--- src/rtl/router_pkt_tx.sv ---
// router_pkt_tx: packet source for the 1x3 router input port.
// It accepts a command (destination, length), buffers the whole payload and then
// streams header, payload and parity to the router, honouring its busy back-pressure.
// Ports:
//   clock_i, reset_i      clock and synchronous active-high reset
//   cmd_valid_i/_ready_o  command handshake; cmd_addr_i, cmd_len_i, cmd_corrupt_i
//   cmd_err_o             1-cycle pulse when a command is rejected
//   pay_valid_i/_ready_o  payload byte handshake; pay_data_i
//   busy_i                router busy; the presented byte is held while high
//   pkt_valid_o           high for header and payload, low for the parity byte
//   pkt_data_o            byte presented to the router
//   tx_done_o             1-cycle pulse once the parity byte has been accepted
module router_pkt_tx #(
  parameter int unsigned MaxLen    = 63,
  parameter int unsigned GapCycles = 2
) (
  input  logic       clock_i,
  input  logic       reset_i,
  input  logic       cmd_valid_i,
  output logic       cmd_ready_o,
  input  logic [1:0] cmd_addr_i,
  input  logic [5:0] cmd_len_i,
  input  logic       cmd_corrupt_i,
  output logic       cmd_err_o,
  input  logic       pay_valid_i,
  output logic       pay_ready_o,
  input  logic [7:0] pay_data_i,
  input  logic       busy_i,
  output logic       pkt_valid_o,
  output logic [7:0] pkt_data_o,
  output logic       tx_done_o
);

  typedef enum logic [2:0] {
    StIdle,
    StLoad,
    StHeader,
    StPayload,
    StParity,
    StGap
  } state_e;

  state_e     state_q;
  logic [1:0] addr_q;
  logic [5:0] len_q;
  logic       corrupt_q;
  logic [7:0] parity_q;
  logic [5:0] wr_idx_q;
  logic [5:0] rd_idx_q;
  logic [7:0] gap_cnt_q;
  logic [7:0] buf_q [MaxLen];
  logic       pkt_valid_q;
  logic [7:0] pkt_data_q;
  logic       cmd_err_q;
  logic       tx_done_q;

  logic       cmd_bad;
  logic [7:0] header;

  assign cmd_bad = (cmd_addr_i == 2'd3) || (cmd_len_i == 6'd0) || (32'(cmd_len_i) > MaxLen);
  assign header  = {len_q, addr_q};

  always_ff @(posedge clock_i) begin
    if (reset_i) begin
      state_q     <= StIdle;
      addr_q      <= 2'd0;
      len_q       <= 6'd0;
      corrupt_q   <= 1'b0;
      parity_q    <= 8'h00;
      wr_idx_q    <= 6'd0;
      rd_idx_q    <= 6'd0;
      gap_cnt_q   <= 8'd0;
      pkt_valid_q <= 1'b0;
      pkt_data_q  <= 8'h00;
      cmd_err_q   <= 1'b0;
      tx_done_q   <= 1'b0;
    end else begin
      cmd_err_q <= 1'b0;
      tx_done_q <= 1'b0;
      unique case (state_q)
        StIdle: begin
          if (cmd_valid_i) begin
            if (cmd_bad) begin
              cmd_err_q <= 1'b1;
            end else begin
              addr_q    <= cmd_addr_i;
              len_q     <= cmd_len_i;
              corrupt_q <= cmd_corrupt_i;
              parity_q  <= {cmd_len_i, cmd_addr_i};
              wr_idx_q  <= 6'd0;
              state_q   <= StLoad;
            end
          end
        end
        StLoad: begin
          if (pay_valid_i) begin
            buf_q[wr_idx_q] <= pay_data_i;
            parity_q        <= parity_q ^ pay_data_i;
            wr_idx_q        <= wr_idx_q + 6'd1;
            if (wr_idx_q == len_q - 6'd1) begin
              pkt_valid_q <= 1'b1;
              pkt_data_q  <= header;
              state_q     <= StHeader;
            end
          end
        end
        StHeader: begin
          if (!busy_i) begin
            pkt_data_q <= buf_q[0];
            rd_idx_q   <= 6'd1;
            state_q    <= StPayload;
          end
        end
        StPayload: begin
          if (!busy_i) begin
            // rd_idx_q == len_q means buf[len-1] is the byte just accepted.
            if (rd_idx_q == len_q) begin
              pkt_valid_q <= 1'b0;
              pkt_data_q  <= parity_q ^ {7'b0, corrupt_q};
              state_q     <= StParity;
            end else begin
              pkt_data_q <= buf_q[rd_idx_q];
              rd_idx_q   <= rd_idx_q + 6'd1;
            end
          end
        end
        StParity: begin
          if (!busy_i) begin
            tx_done_q  <= 1'b1;
            pkt_data_q <= 8'h00;
            gap_cnt_q  <= 8'd0;
            state_q    <= StGap;
          end
        end
        StGap: begin
          if (gap_cnt_q == 8'(GapCycles - 1)) begin
            state_q <= StIdle;
          end else begin
            gap_cnt_q <= gap_cnt_q + 8'd1;
          end
        end
        default: state_q <= StIdle;
      endcase
    end
  end

  assign cmd_ready_o = (state_q == StIdle);
  assign pay_ready_o = (state_q == StLoad);
  assign cmd_err_o   = cmd_err_q;
  assign pkt_valid_o = pkt_valid_q;
  assign pkt_data_o  = pkt_data_q;
  assign tx_done_o   = tx_done_q;

endmodule
--- config.mk ---
export PLATFORM = sky130hd
export DESIGN_NAME = router_pkt_tx
export DESIGN_NICKNAME = d
export VERILOG_FILES = /design/src/rtl/router_pkt_tx.sv
export SDC_FILE = /design/constraint.sdc
export NUM_CORES = 1
export LEC_CHECK = 0
export BUFFER_PORTS_ARGS = -buffer_cell sky130_fd_sc_hd__clkbuf_2
export CAP_MARGIN = 20
export CORE_UTILIZATION = 47
export CTS_BUF_LIST = sky130_fd_sc_hd__clkbuf_2 sky130_fd_sc_hd__clkbuf_4 sky130_fd_sc_hd__clkbuf_8
export DETAILED_ROUTE_END_ITERATION = 7
export GPL_TIMING_DRIVEN = 1
export PLACE_DENSITY_LB_ADDON = 0.3
export SYNTH_ARGS = -nofsm -noshare
export SYNTH_HDL_FRONTEND = slang
export SYNTH_SLANG_ARGS = --single-unit
--- constraint.sdc ---
create_clock -name clock_i -period 3.59 [get_ports clock_i]
set_clock_uncertainty 0.05 [all_clocks]
set_input_delay 0.359 -clock clock_i [delete_from_list [all_inputs] [get_ports clock_i]]
set_output_delay 0.359 -clock clock_i [all_outputs]
set_load 0.02 [all_outputs]
Word-level counts from Yosys, hierarchy flattened
Memory sizes are Yosys's and may differ from the RTL's. A register that Yosys moved wholly into a read port is not among the register bits.
Cells that the tools add are included.

word-level totals
  flip-flop bits (word level) = 51
  bits in writable memories = 504
  input port bits = 22
  output and inout port bits = 13
  logic and storage cells = 104
  memories kept = 1

memories
  name   words  width  rd ports  clocked after memory_dff  write ports  RTL line  text
  buf_q  63     8      2         1                         1            51        logic [7:0] buf_q [MaxLen];

operators by class
  add/subtract/negate cells = 4
  equal/unequal tests = 20
  mux-type cells = 44
  bitwise gates (word level) = 6
  reduce and logical (&&, ||, !) cells = 17

operators by type and width
  operator               count
  $mux W8                10
  $mux W6                8
  $pmux W8 S2            2
  $pmux W8 S4            1
  $mux W3                9
  $pmux W6 S2            2
  $ne A2 B2 Y1 const B   10
  $pmux W3 S6            1
  $add A6 B1 Y6 const B  2
  $eq A6 B6 Y1           2
  $mux W1                10
  $reduce_and A9 Y1      1
  $add A8 B1 Y8 const B  1
  $eq A8 B1 Y1 const B   1
  $reduce_and A4 Y1      2
  $reduce_bool A2 Y1     4
  $xor A8 B1 Y8          1
  $xor A8 B8 Y8          1
  $eq A3 B2 Y1 const B   2
  $eq A3 B3 Y1 const B   2
  $logic_not A6 Y1       1
  $reduce_and A3 Y1      2
  $reduce_and A6 Y1      1
  $sub A6 B1 Y6 const B  1
  other kinds (11)       14

Longest topological paths before layout
  depth after elaboration = 6
  depth in mapped cells = 11
  gate-level depth less buffers = 9

Worst setup path before layout
No wires, ideal clock.

  path kind = register to register
  start point = register state_q[1]
  end point = memory buf_q[47][0], enable pin
  library setup time = 370 ps
  arrival = 2225 ps
  data required time = 3170 ps
  slack = 945 ps
  cell stages (with the launch flop) = 9
  buffers on the path = 2
  clock period less this slack = 2645 ps
  path through = dfxtp_1 clkbuf_1 or3_1 buf_2 inv_2 nand2_1 nor3b_1 nand3_1 nor2_1

on the way
  word-level cells in the longest chain between the ends = 4

ends and longest elaborated chain
  item                           RTL line  text
  from (decl)                    43        state_e state_q;
  from (signal assigned)         65        state_q <= StIdle;
  from (signal assigned)         91        state_q <= StLoad;
  from (signal assigned)         103       state_q <= StHeader;
  $eq A3 B1 Y1                   -
  via pay_ready_o                26        output logic pay_ready_o,
  $mux W1                        80        unique case (state_q)
  $mux W1                        64        if (reset_i) begin
  $mux W1 (not written as such)  97        buf_q[wr_idx_q] <= pay_data_i;
  to (decl)                      51

The timed path passes the listed nets, and every way through them passes these cells.

==> impl_summary.log <==
[metrics] result of the run: finished, final reports clean
[metrics] initial antenna violation count: 1
[metrics] class of the tightest hold or removal check: input pin to register
[metrics] post-detailed-route count of antenna-violating nets: 0
[metrics] die width: 222 um
[metrics] die area: 49400 um^2
[metrics] most repeated cell in the gate-level netlist after synthesis: edfxtp_1
[metrics] total CTS buffers: 87
[metrics] clock sink count: 561
[metrics] total global routing track utilization: 0.225
[metrics] worst-case setup slack after placement: roughly 0.21 ns
[metrics] most numerous cell types in the synthesized netlist: edfxtp_1 (504), nor2_1 (136), mux4_2 (99), mux2i_1 (74), dfxtp_1 (57)
[metrics] setup violators final: 0
[metrics] required time worst endpoint: 4.04 ns
[metrics] top post-synthesis cells by area: edfxtp_1 (66%), mux4_2 (9.8%), dfxtp_1 (5.0%)
[metrics] Die Y: 222 um
[metrics] post-route cell area: 25700 um^2
[metrics] number of core rows: 80
[metrics] number of global-route vias before repair: between 10000 and 15000
[metrics] proportion of layout cells with a drive suffix above 1: 0.233
[metrics] master cell of the clock root buffer: clkbuf_8
[metrics] total number of yosys warnings: 0
[metrics] critical setup path kind: register to register
[metrics] fraction of synthesis flops using an asynchronous set or reset pin: 0
[metrics] average routed wire per standard cell: between 20 and 30 um
[metrics] Ports: 35
[metrics] MaxCap Viol Count: 0
[metrics] length in cells of the worst reg-to-reg path: 7
[metrics] Synth Area per Inst: ~17 um^2
[metrics] number of nets produced by synthesis: 1355
[metrics] CP endpoint kind: register
[metrics] Residual DRC: 0
[metrics] Critical Path End: pkt_data_o[7]
[metrics] Layout Utilization: 0.538
[metrics] worst min-delay path startpoint: pay_data_i[7]
[metrics] highest clock rate: 299 MHz
[metrics] maximum number of pins on one net before global-route repair: between 50 and 60
[metrics] final weighted congestion in routability-driven placement: 0.881
[metrics] Pwr Density: 495 nW/um^2
[metrics] effective utilization at floorplan: 0.477
[metrics] placed cell areas: 23900 um^2
[metrics] Top FF cell, synth: edfxtp_1
[metrics] wire length of the first global-routing pass: between 80000 and 90000 um
[metrics] buffer depth of the longest clock path: 3
[metrics] Setup Total Neg Slack: 0 ns
[metrics] TritonCTS clock tree: yes
[metrics] post-synth top area cell: edfxtp_1
[metrics] detailed-placement wirelength estimate: 35400 um
[metrics] reg-to-reg setup timing slack: 0.25 ns
[metrics] worst path setup slack after routing: 0.247 ns
[metrics] H-Tree Level Count: 3
[metrics] total gr overflow: 0
[metrics] Peak supply drop: 0.334 mV
[metrics] proportion of synthesized chip area in sequential cells: 0.713
[metrics] number of fill cells: ~3800
[metrics] Skew-Pair Late Insertion Delay: 0.68 ns
[metrics] vias per cell: 5.96
[metrics] LEAKAGE: slightly above 0.008 uW
[metrics] placeable core region: 47800 um^2
[metrics] total number of vias: 12700
[metrics] type of element launching the critical path: register
[metrics] Syn Std Cell Area: 22800 um^2
[metrics] detailed-routing iteration count for the pre-antenna-repair pass: 7
[metrics] Post-synth EDFFs: 504
[metrics] #FFs+latches synth: about 560
[metrics] Port-buffer cells: 34
[metrics] fin. max-slew vios: 0
[metrics] critical path arrival: ~3.8 ns
[metrics] clock edge transition at the registers on the reported setup and hold paths: roughly 0.060 ns
[metrics] area delta synth->final: 12.8%
[metrics] end of the worst register-to-register path: pkt_data_o[7]
[metrics] fin nets: 1483
[metrics] count of mapped cells out of synthesis: roughly 1300
[metrics] total power: between 10000 and 15000 uW
[metrics] worst max-slew margin expressed relative to the limit: 0.346
[metrics] setup repair after global routing missed its margin: no
[metrics] area share of the largest cell type after synthesis: 0.663
[metrics] final-report hold violation count: 0
[metrics] transition time of the tightest slew-check pin: 0.981 ns
[metrics] post-synth cell types: 62
[metrics] total routed wirelength: between 50000 and 60000 um
[metrics] DR iter-0 viols: 1555
[metrics] post-route clock period utilization: 0.931
[metrics] minimum clock period: around 3.3 ns
[metrics] critical path peak fanout: 20
==> worst min-delay path by stage <==
stage	to	slack [ns]	cells past startpoint
after floorplan	buf_q[0][0]	0.41	0
after global placement	pkt_data_o[0]	0.40	2
after detailed placement	pkt_data_o[0]	0.40	2
after CTS	buf_q[8][7]	0.04	1
after global routing	buf_q[8][7]	0.07	1
final	buf_q[8][7]	0.09	1
==> layout make-up <==
type,instances,area (um^2),share of cell area
clock inverter,41,285,0.0111
timing repair buffer,119,938,0.0364
antenna,1,2.50,0.0000972
sequential,561,16300,0.632
clock buffer,113,1390,0.0541
inverter,10,37.5,0.00146
multi-input combinational,677,6040,0.234
tap,615,769,0.0299
==> worst max-delay path: stages (launching register included) <==
cell and delay [ns]:
dfxtp_4 0.63, buf_4 0.37, mux4_2 0.55, mux4_2 0.47
nor2_1 0.21, a2111oi_0 0.10, a311oi_1 0.56, o221ai_1 0.22
==> cells by family (layout without fill, tap and decap cells) <==
family	Yosys count	after routing	synth area share
other cells	0	1	0
xor+xnor	26	26	0.00998
compound gates	178	178	0.0527
fa+ha+maj	5	5	0.00274
simple gates	284	284	0.0583
mux	184	184	0.141
flops	561	561	0.713
buf+inv	90	283	0.0224
==> sequential cells by signal (all words and copies together) (netlist names), named ones only <==
register,flops
buf_q,504
gap_cnt_q,8
parity_q,8
pkt_data_o,8
len_q,6
rd_idx_q,6
wr_idx_q,6
state_q,3
addr_q,2
cmd_err_o,1
corrupt_q,1
pkt_valid_o,1
tx_done_o,1
==> placed cells by master, fill, tap and decap left out, types with 6 or more instances in the layout <==
cell type / instances
clkbuf_8: 87
o21ai_0: 24
nand2b_1: 8
buf_12: 8
inv_1: 7
a31oi_1: 6
o221ai_1: 7
mux2i_1: 74
buf_4: 65
nor3b_1: 10
and3_1: 7
edfxtp_1: 504
nand4_1: 9
clkbuf_2: 34
nand3_1: 17
clkbuf_4: 26
nor2b_1: 19
a221oi_1: 6
nor2_1: 136
clkinv_1: 21
o22ai_1: 7
dlygate4sd3_1: 12
xor2_1: 21
mux4_2: 99
a211oi_1: 25
o211ai_1: 6
mux4_1: 7
clkinv_2: 13
dfxtp_1: 53
a21oi_1: 46
a22oi_1: 16
and2_1: 7
nor4_1: 6
nand2_1: 45
==> routing by layer <==
layer	track usage	part of all wire	vias up
met5	0	0	-
met4	0.0808	0.031	0
met3	0.0476	0.076	124
met2	0.352	0.47	592
met1	0.312	0.42	6461
li1	-	-	5567
==> stage by stage <==
stage	hold WS, ns	std cells
final	0.0919	2137
after global routing	0.0734	2137
after CTS	0.0448	2136
after detailed placement	0.404	1970
after global placement	0.398	1969
after floorplan	0.408	1328
==> power by group <==
| group | internal (uW) | switching, uW |
|---|---|---|
| registers | 7130 | 29.8 |
| clock network | 2760 | 2460 |
| logic | 106 | 258 |
==> what timing repair did <==
action | in CTS | in global routing
hold buffers | 12 | 0
gates resized for setup | 0 | 0
buffers inserted | 0 | 0
hold endpoints to repair | 11 | 0
Note: power is estimated with default switching activity, not from simulation.
